### config.mk
export PLATFORM = sky130hd
export DESIGN_NAME = h_stream_feeder
export DESIGN_NICKNAME = d
export VERILOG_FILES = /design/src/rtl/h_feed_pkg.sv /design/src/rtl/h_bank_ram.sv /design/src/rtl/h_stream_feeder.sv
export SDC_FILE = /design/constraint.sdc
export NUM_CORES = 1
export LEC_CHECK = 0
export ABC_AREA = 1
export BUFFER_PORTS_ARGS = -buffer_cell sky130_fd_sc_hd__buf_4
export CAP_MARGIN = 20
export CELL_PAD_IN_SITES_DETAIL_PLACEMENT = 0
export CELL_PAD_IN_SITES_GLOBAL_PLACEMENT = 1
export CORE_ASPECT_RATIO = 2
export CORE_MARGIN = 8
export CORE_UTILIZATION = 30
export CTS_CLUSTER_DIAMETER = 200
export DETAILED_ROUTE_END_ITERATION = 8
export GPL_TIMING_DRIVEN = 0
export PLACE_DENSITY = 0.58
export REMOVE_ABC_BUFFERS = 1
export SYNTH_ARGS = -nofsm -noshare
export SYNTH_HDL_FRONTEND = slang
export SYNTH_SLANG_ARGS = --single-unit
### constraint.sdc
create_clock -name clk -period 2.8 [get_ports clk]
set_input_delay 0 -clock clk [delete_from_list [all_inputs] [get_ports clk]]
set_output_delay 0 -clock clk [all_outputs]
set_load 0.005 [all_outputs]
### src/rtl/h_feed_pkg.sv
// Shared types and constants for the H stream feeder.
// The element counter is laid out as {q, i[1:0], j, k[1:0]}, with k in the LSBs.
package h_feed_pkg;
    typedef enum logic [1:0] {
        IDLE   = 2'd0,
        STREAM = 2'd1,
        WAIT   = 2'd2
    } state_t;

    localparam int NUM_ELEM   = 16;
    localparam int NUM_Q_DEF  = 16;
    localparam int STREAM_LEN = NUM_Q_DEF * 32;

    // Bit offsets of the fields inside the element counter
    localparam int K_LSB = 0;
    localparam int J_LSB = 2;
    localparam int I_LSB = 3;
    localparam int Q_LSB = 5;

    // The bank read address is {row i, column k}; j and q only repeat the pass
    function automatic logic [3:0] elem_addr(input logic [4:0] low);
        return {low[I_LSB +: 2], low[K_LSB +: 2]};
    endfunction
endpackage

### src/rtl/h_bank_ram.sv
// 16-entry register file holding one H matrix, packed as {real, imag}.
// It has one synchronous write port and one asynchronous read port.
// The contents are not reset, so a bank holds no valid data until it is filled.
module h_bank_ram
    import h_feed_pkg::*;
#(
    parameter int W = 32
) (
    input  logic         clk,
    input  logic         we,
    input  logic [3:0]   waddr,
    input  logic [W-1:0] wdata,
    input  logic [3:0]   raddr,
    output logic [W-1:0] rdata
);
    logic [W-1:0] mem [NUM_ELEM];

    // Write a word on the clock edge
    always_ff @(posedge clk) begin
        if (we) mem[waddr] <= wdata;
    end

    assign rdata = mem[raddr];
endmodule

### src/rtl/h_stream_feeder.sv
// This block loads one 4x4 complex H matrix and replays it to the Hq multiplier.
// For each q it walks i, j and k and emits H[i][k] once per cycle.
// Define DOUBLE_BUFFER_EN to get a second bank.
// With it, the next H can be loaded while the current one streams out.
module h_stream_feeder
    import h_feed_pkg::*;
#(
    parameter int N     = 16,
    parameter int NUM_Q = NUM_Q_DEF
) (
    input  logic         clk,
    input  logic         rst,
    input  logic         h_wr_valid,
    output logic         h_wr_ready,
    input  logic [N-1:0] h_wr_r,
    input  logic [N-1:0] h_wr_i,
    input  logic         go,
    input  logic         hq_all_done,
    output logic         mm_start,
    output logic [N-1:0] h_out_r,
    output logic [N-1:0] h_out_i,
    output logic         h_out_valid,
    output logic         busy,
    output logic         replay_done
);
`ifdef DOUBLE_BUFFER_EN
    localparam int NB = 2;
`else
    localparam int NB = 1;
`endif
    localparam int QW = (NUM_Q > 1) ? $clog2(NUM_Q) : 1;
    localparam int CW = QW + Q_LSB;

    state_t          state_q, state_d;
    logic [CW-1:0]   cnt_q;
    logic [NB-1:0]   bank_full;
    logic            wb, rb;
    logic [3:0]      wptr;
    logic [2*N-1:0]  rdata [NB];
    logic [2*N-1:0]  rd_word;
    logic [3:0]      rd_addr;
    logic            wr_fire, wr_last, rel_bank, last_elem;
    logic            start_d, done_d;

    assign h_wr_ready = !bank_full[wb];
    assign wr_fire    = h_wr_valid && h_wr_ready;
    assign wr_last    = wr_fire && (wptr == 4'(NUM_ELEM - 1));
    assign rel_bank   = (state_q == WAIT) && hq_all_done;
    assign rd_addr    = elem_addr(cnt_q[4:0]);
    assign rd_word    = rdata[rb];
    assign last_elem  = (cnt_q[CW-1:Q_LSB] == QW'(NUM_Q - 1)) && (cnt_q[I_LSB +: 2] == 2'd3)
                      && cnt_q[J_LSB] && (cnt_q[K_LSB +: 2] == 2'd3);
    assign busy       = (state_q != IDLE);

    for (genvar b = 0; b < NB; b++) begin : g_bank
        h_bank_ram #(.W(2*N)) u_bank (
            .clk   (clk),
            .we    (wr_fire && (wb == 1'(b))),
            .waddr (wptr),
            .wdata ({h_wr_r, h_wr_i}),
            .raddr (rd_addr),
            .rdata (rdata[b])
        );
    end

    // Write pointer. Load and replay pointers toggle only when two banks exist.
`ifdef DOUBLE_BUFFER_EN
    always_ff @(posedge clk or posedge rst) begin
        if (rst) begin
            wptr <= '0;
            wb   <= 1'b0;
            rb   <= 1'b0;
        end else begin
            if (wr_fire)  wptr <= wptr + 4'd1;
            if (wr_last)  wb   <= ~wb;
            if (rel_bank) rb   <= ~rb;
        end
    end
`else
    always_ff @(posedge clk or posedge rst) begin
        if (rst)          wptr <= '0;
        else if (wr_fire) wptr <= wptr + 4'd1;
    end
    assign wb = 1'b0;
    assign rb = 1'b0;
`endif

    // A full flag is set by the 16th write into its bank.
    // It clears when the multiplier releases the bank being replayed.
    always_ff @(posedge clk or posedge rst) begin
        if (rst) begin
            bank_full <= '0;
        end else begin
            for (int b = 0; b < NB; b++) begin
                if (wr_last && (wb == 1'(b)))  bank_full[b] <= 1'b1;
                if (rel_bank && (rb == 1'(b))) bank_full[b] <= 1'b0;
            end
        end
    end

    // Replay FSM state register and element counter
    always_ff @(posedge clk or posedge rst) begin
        if (rst) begin
            state_q <= IDLE;
            cnt_q   <= '0;
        end else begin
            state_q <= state_d;
            cnt_q   <= (state_q == STREAM) ? cnt_q + CW'(1) : '0;
        end
    end

    // Next-state logic; go is honoured only in IDLE and only when the bank is full
    always_comb begin
        state_d = state_q;
        start_d = 1'b0;
        done_d  = 1'b0;
        case (state_q)
            IDLE:    if (go && bank_full[rb]) begin state_d = STREAM; start_d = 1'b1; end
            STREAM:  if (last_elem) state_d = WAIT;
            WAIT:    if (hq_all_done) begin state_d = IDLE; done_d = 1'b1; end
            default: state_d = IDLE;
        endcase
    end

    // Registered outputs. h_out lags the counter by one cycle, so element 0 follows mm_start.
    always_ff @(posedge clk or posedge rst) begin
        if (rst) begin
            mm_start    <= 1'b0;
            replay_done <= 1'b0;
            h_out_valid <= 1'b0;
            h_out_r     <= '0;
            h_out_i     <= '0;
        end else begin
            mm_start    <= start_d;
            replay_done <= done_d;
            h_out_valid <= (state_q == STREAM);
            if (state_q == STREAM) begin
                h_out_r <= rd_word[2*N-1:N];
                h_out_i <= rd_word[N-1:0];
            end else begin
                h_out_r <= '0;
                h_out_i <= '0;
            end
        end
    end
endmodule

==> results of run 1 <==
-- Yosys cell counts --
master and number:
nand2_1 883, edfxtp_1 512, inv_1 367, nand3_1 259, dfrtp_1 51, buf_2 48, a21oi_1 37, nor2_1 29
buf_6 22, clkbuf_1 18, buf_1 9, buf_4 7, ha_1 5, o21ai_0 5, xor2_1 4, inv_2 3
nand4_1 2, nor3_1 2, inv_4 1, nor2_2 1, nor3b_1 1, o21ai_1 1
-- cells by family after synthesis --
group,Yosys count,share of synthesized area
buffers and inverters,475,0.0857
AND/OR/NAND/NOR,1177,0.200
XOR/XNOR,4,0.00147
flip-flops,563,0.701
AO/OA/AOI/OAI,43,0.00906
adder cells (fa/ha/maj),5,0.00263
-- metal layers --
metal / routed length (µm) / GRT usage / vias up
met1: 25600 / 0.163 / 7013
met3: 2310 / 0.0225 / 65
li1: - / - / 7430
met4: 925 / 0.0327 / 0
met2: 31100 / 0.246 / 248
met5: 0 / 0 / -
-- flip-flops by register name, indices dropped and copies added, names as in the netlist, 2 cells and up --
name / cells
cnt_q: 9
g_bank.u_bank.mem: 512
h_out_i: 16
h_out_r: 16
state_q: 2
wptr: 4
-- stage by stage --
stage / instance area, µm² / instances / utilization / setup TNS, ns / total power, mW
3_5_place_dp: 25800 / 3301 / 0.327 / -3.60 / 10.8
5_1_grt: 28100 / 3445 / 0.357 / 0 / 18.9
6_report: 28100 / 3447 / 0.357 / 0 / 18.2
3_3_place_gp: 25000 / 3272 / 0.317 / -1495.10 / 10.6
4_1_cts: 28000 / 3440 / 0.356 / 0 / 18.5
2_1_floorplan: 23100 / 2163 / - / -174.37 / 10.2
-- power groups by stage --
stage               sequential [mW]  combinational (mW)  clock (mW)
global route                   9.64                1.10        8.16
detailed placement             9.79               0.968           0
floorplan                      9.79               0.403           0
finish                         9.61               0.979        7.64
CTS                            9.61                1.01        7.87
global placement               9.83               0.788           0
-- final cells by class --
cell class / count / area [µm²] / share of cell area
Sequential cell: 563 / 16700 / 0.592
Clock inverter: 30 / 388 / 0.0138
Antenna cell: 4 / 10.0 / 0.000356
Clock buffer: 71 / 1470 / 0.0521
Timing Repair Buffer: 143 / 1680 / 0.0596
Inverter: 371 / 1440 / 0.0511
Tap cell: 1036 / 1300 / 0.0461
Multi-Input combinational cell: 1229 / 5200 / 0.185
-- tightest hold or removal path, stage by stage --
cell and delay [ns]:
dlygate4sd3_1 0.54, buf_4 0.14, inv_4 0.59
-- timing repair --
action                                 4_1_cts  5_1_grt
endpoints found under the hold margin      571        0
buffers inserted                             0        2
hold buffers                                36        0
pin swaps                                    0        0
gates cloned                                 2        0
setup endpoints to repair                   21       20
gates resized for setup                      2        3
-- worst min path at each step --
stage / from / endpoint / cells past startpoint
4_1_cts: rst / h_out_i[14] / 3
2_1_floorplan: h_wr_i[0] / g_bank[0].u_bank.mem[0][0] / 0
3_5_place_dp: rst / h_out_i[12] / 2
3_3_place_gp: hq_all_done / replay_done / 3
5_1_grt: rst / h_out_i[14] / 3
6_report: rst / h_out_i[14] / 3
==> results.ini, run 1 <==
[worst_setup_path]
reg2reg_depth = 10
cp.arrival_ns = 3.12
crit_path_frequent_cell = nand2_1
path_buf_inv = 5
cp-end-kind = flop
start_kind = flop
rrSetupSlack_ns = 0.21
reg2reg_from = cnt_q[1]
path_cells = buf_16, buf_16, inv_16, bufbuf_16, nand3_1, nand2_1, nand2_1, nand2_1, inv_1, a21oi_1
critical_path_class = flop to flop
cp_top_family = buffers and inverters
r2r-end = h_out_i[13]
crit_path_end = h_out_i[13]
critPathSlowestCell = dfrtp_4
cp.depth = 10
path_max_fanout = 60
startpoint = cnt_q[1]
max_stage_delay_ns = 0.66
cp_data_required_time_ns = 3.33

[clock_tree]
cts_tree = done
clk_pin_slew_worst_paths_ns = 0.07
clk_latency_ns = 0.63
h-tree-depth = 2
cts_root_buf = clkbuf_16
clock_path_buffers = 3
clock-sinks = 563
cts_buffers = 54

[yosys]
ys_seq_area_frac = 0.701
yosysWarningCount = 0
syn_area_um2 = 23800
yosysTopAreaCellShare = 0.647
syn-mean-instance-area_um2 = 10.5
synth_seq_cells = 563
synth.distinct_cells = 22
synthTopCellsByArea = edfxtp_1, nand2_1, inv_1, nand3_1, dfrtp_1
yosysTopAreaCell = edfxtp_1
synthCells = 2267

[place]
dpl_worst_slack_ns = -0.304
gp_congestion = 0.672
hpwl_um = 32700
portBuffers = 73

[cells_and_area]
final_cell_mix = nand2_1, edfxtp_1, inv_1
final_common_cell = nand2_1
drive_gt1_frac = 0.0910
nFillCells = 7740
finalNetCount = 2404
area_growth_pct = 18.4

[sta]
rsz0062_at_grt = false
hold_violations = 0
fmax_mhz = 386
drv_slew = 0
tightest_slew_ns = 0.987
setup_viol = 0
relSlewSlack = 0.341
clock_skew_ns = 0.0310
timing.final.crit_share = 0.925
worst_slack_ns = 0.211
whs_ns = 0.118
fin_crit_ns = 2.59

[die]
die_w_um = 215
die_y_um = 414
dieArea_um2 = 89000
io_pins = 74
fp-row-count = 146
start_util = 0.302
core_um2 = 78700

[power_and_ir_drop]
clockPowerShare = 0.419
combPwrFrac = 0.054
ir_drop_mv = 0.573
swShare = 0.222
p_per_area_nw_per_um2 = 648
netSwitchingPower_mw = 4.05
total_leakage_power_nw = 11.8
seqPwrFrac = 0.527
internal_power_mw = 14.2

[detailed_routing]
antenna_left = 0
viasPerCell = 4.28
routed_wl_um = 60000
first_pass_iters = 5
post-route-drc-count = 0
vias = 14800
wl_per_cell_um = 17.4
drtIter0Drc = 744

[hold_path]
hold_class = input pin to async pin

[grt]
grt_first_pass_wirelength_um = 91900
track_usage = 0.134
grt_pass1_vias = 14800
antenna_found_initial = 4
grt_max_degree = 118
grt_overflow = 0

[status]
outcome = complete, no violations

[flow_run]
drv_cap = 0

No activity file was read; power rests on OpenSTA's default activity.
==> inputs of run 2 (changes only) <==
--- a/config.mk
+++ b/config.mk
@@ -6,7 +6,7 @@
 export NUM_CORES = 1
 export LEC_CHECK = 0
 export ABC_AREA = 1
-export BUFFER_PORTS_ARGS = -buffer_cell sky130_fd_sc_hd__buf_4
+export BUFFER_PORTS_ARGS = -buffer_cell sky130_fd_sc_hd__buf_2
 export CAP_MARGIN = 20
 export CELL_PAD_IN_SITES_DETAIL_PLACEMENT = 0
 export CELL_PAD_IN_SITES_GLOBAL_PLACEMENT = 1
==> results.ini, run 2 (synthesis gave the netlist of run 1 again) <==
[place]
portBuffers = 73
dpl_cell_area_um2 = 25600
gp_congestion = 0.677
hpwl_um = 32300
place_inst = 3302

[detailed_routing]
vias = 14700
wl_per_cell_um = 17.2
post-route-drc-count = 0
drtIter0Drc = 818
antenna_left = 0
first_pass_iters = 5
viasPerCell = 4.26
routed_wl_um = 59400

[clock_tree]
cts_root_buf = clkbuf_16
h-tree-depth = 2
clk_latency_ns = 0.62
cts_tree = done
clock-sinks = 563
clk_pin_slew_worst_paths_ns = 0.06
clock_path_buffers = 3
cts_buffers = 54

[worst_setup_path]
cp.arrival_ns = 3.15
critPathSlowestCell = dfrtp_4
crit_path_frequent_cell = nand2_1
start_kind = flop
path_max_fanout = 60
cp_data_required_time_ns = 3.32
critical_path_class = flop to flop
cp-end-kind = flop
path_buf_inv = 5
max_stage_delay_ns = 0.70
cp_top_family = buffers and inverters
path_cells = buf_16, buf_16, inv_16, bufbuf_16, nand3_1, nand2_1, nand2_1, nand2_1, inv_1, a21oi_1

[cells_and_area]
largest_reg_flops = 512
finalNetCount = 2405
reg_top3 = g_bank.u_bank.mem (512), h_out_i (16), h_out_r (16)
design_area_um2 = 27900
final_cell_mix = nand2_1, edfxtp_1, inv_1
area_growth_pct = 17.3
final_common_cell = nand2_1
utilization = 0.354
drive_gt1_frac = 0.0919
layout.cells.non_filler = 3445
largest_register = g_bank.u_bank.mem

[sta]
fin_crit_ns = 2.62
whs_ns = 0.117
timing.final.crit_share = 0.937
fmax_mhz = 381
tightest_slew_ns = 1.11
setup_viol = 0
rsz0062_at_grt = false
relSlewSlack = 0.256
drv_slew = 0
hold_violations = 0
clock_skew_ns = 0.0242

[power_and_ir_drop]
clockPowerShare = 0.409
combPwrFrac = 0.053
swShare = 0.219
seqPwrFrac = 0.538
netSwitchingPower_mw = 3.92
p_per_area_nw_per_um2 = 641
power.total_mw = 17.9
ir_drop_mv = 0.487
internal_power_mw = 13.9
total_leakage_power_nw = 11.7

[status]
outcome = complete, no violations

[grt]
grt_first_pass_wirelength_um = 91000
grt_pass1_vias = 14500
grt_overflow = 0
antenna_found_initial = 4
grt_max_degree = 73
track_usage = 0.134

[hold_path]
hold_class = input pin to async pin

[flow_run]
drv_cap = 0

[die]
core_um2 = 78700
dieArea_um2 = 89000
die_w_um = 215
io_pins = 74
start_util = 0.302
fp-row-count = 146
die_y_um = 414

[run 2: cell count changes in the layout (fill, tap and decap cells not counted), moves of 5 or more]
cell       change
buf_2         +73
buf_4         -73
bufinv_16      -5
clkbuf_8      +10
clkinv_1       -5
[run 2: worst paths after layout]
kind	start	to	slack, ns	cells after the start
worst max-delay path	cnt_q[1]	h_out_i[3]	0.18	10
worst min-delay path	rst	h_out_r[11]	0.12	3
worst min register to register	cnt_q[2]	cnt_q[2]	0.50	1
worst max register to register	cnt_q[1]	h_out_i[3]	0.18	10
min in group clk	hq_all_done	replay_done	0.20	4
max in group asynchronous	rst	cnt_q[0]	2.06	3
[run 2: area by class of cell]
class                           instances  area, µm²
Timing Repair inverter                  1       8.76
Multi-Input combinational cell       1229       5200
Clock inverter                         16        170
Inverter                              371       1430
Sequential cell                       563      16700
Tap cell                             1036       1300
Antenna cell                            3       7.51
Clock buffer                           83       1610
Timing Repair Buffer                  143       1500
Fill cell                            7772      50900
[run 2: layer usage]
layer,vias to the layer above,track usage,wire length [µm]
li1,7432,-,-
met1,6951,0.160,25400
met4,2,0.0304,1060
met2,207,0.250,30900
met3,70,0.0206,2050
met5,-,0,11
[run 2: worst reg2reg max path, stage by stage (launching register included)]
cell       delay, ns
dfrtp_4         0.70
buf_16          0.29
buf_16          0.26
inv_16          0.29
bufbuf_16       0.48
nand3_1         0.13
nand2_1         0.07
nand2_1         0.04
nand2_1         0.06
inv_1           0.05
a21oi_1         0.17
[run 2: through the flow]
step	setup TNS (ns)	setup WS, ns
after global placement	-1497.45	-13.71
after global routing	0	0.0352
after detailed placement	-7.43	-0.448
after CTS	0	0.0518
final	0	0.176
after floorplan	-174.37	-4.65
[run 2: power by group through the flow]
stage               registers, mW  clock network, mW  logic (mW)
floorplan                    9.79                  0       0.403
finish                       9.61               7.30       0.947
global route                 9.64               7.83        1.06
global placement             9.83                  0       0.761
detailed placement           9.79                  0       0.934
CTS                          9.61               7.55       0.978
[run 2: repair_timing]
action	CTS	global route
gates cloned	3	0
hold buffers	36	0
hold endpoints to repair	571	0
buffers inserted	1	1
resized for setup	3	1
setup endpoints to repair	32	20
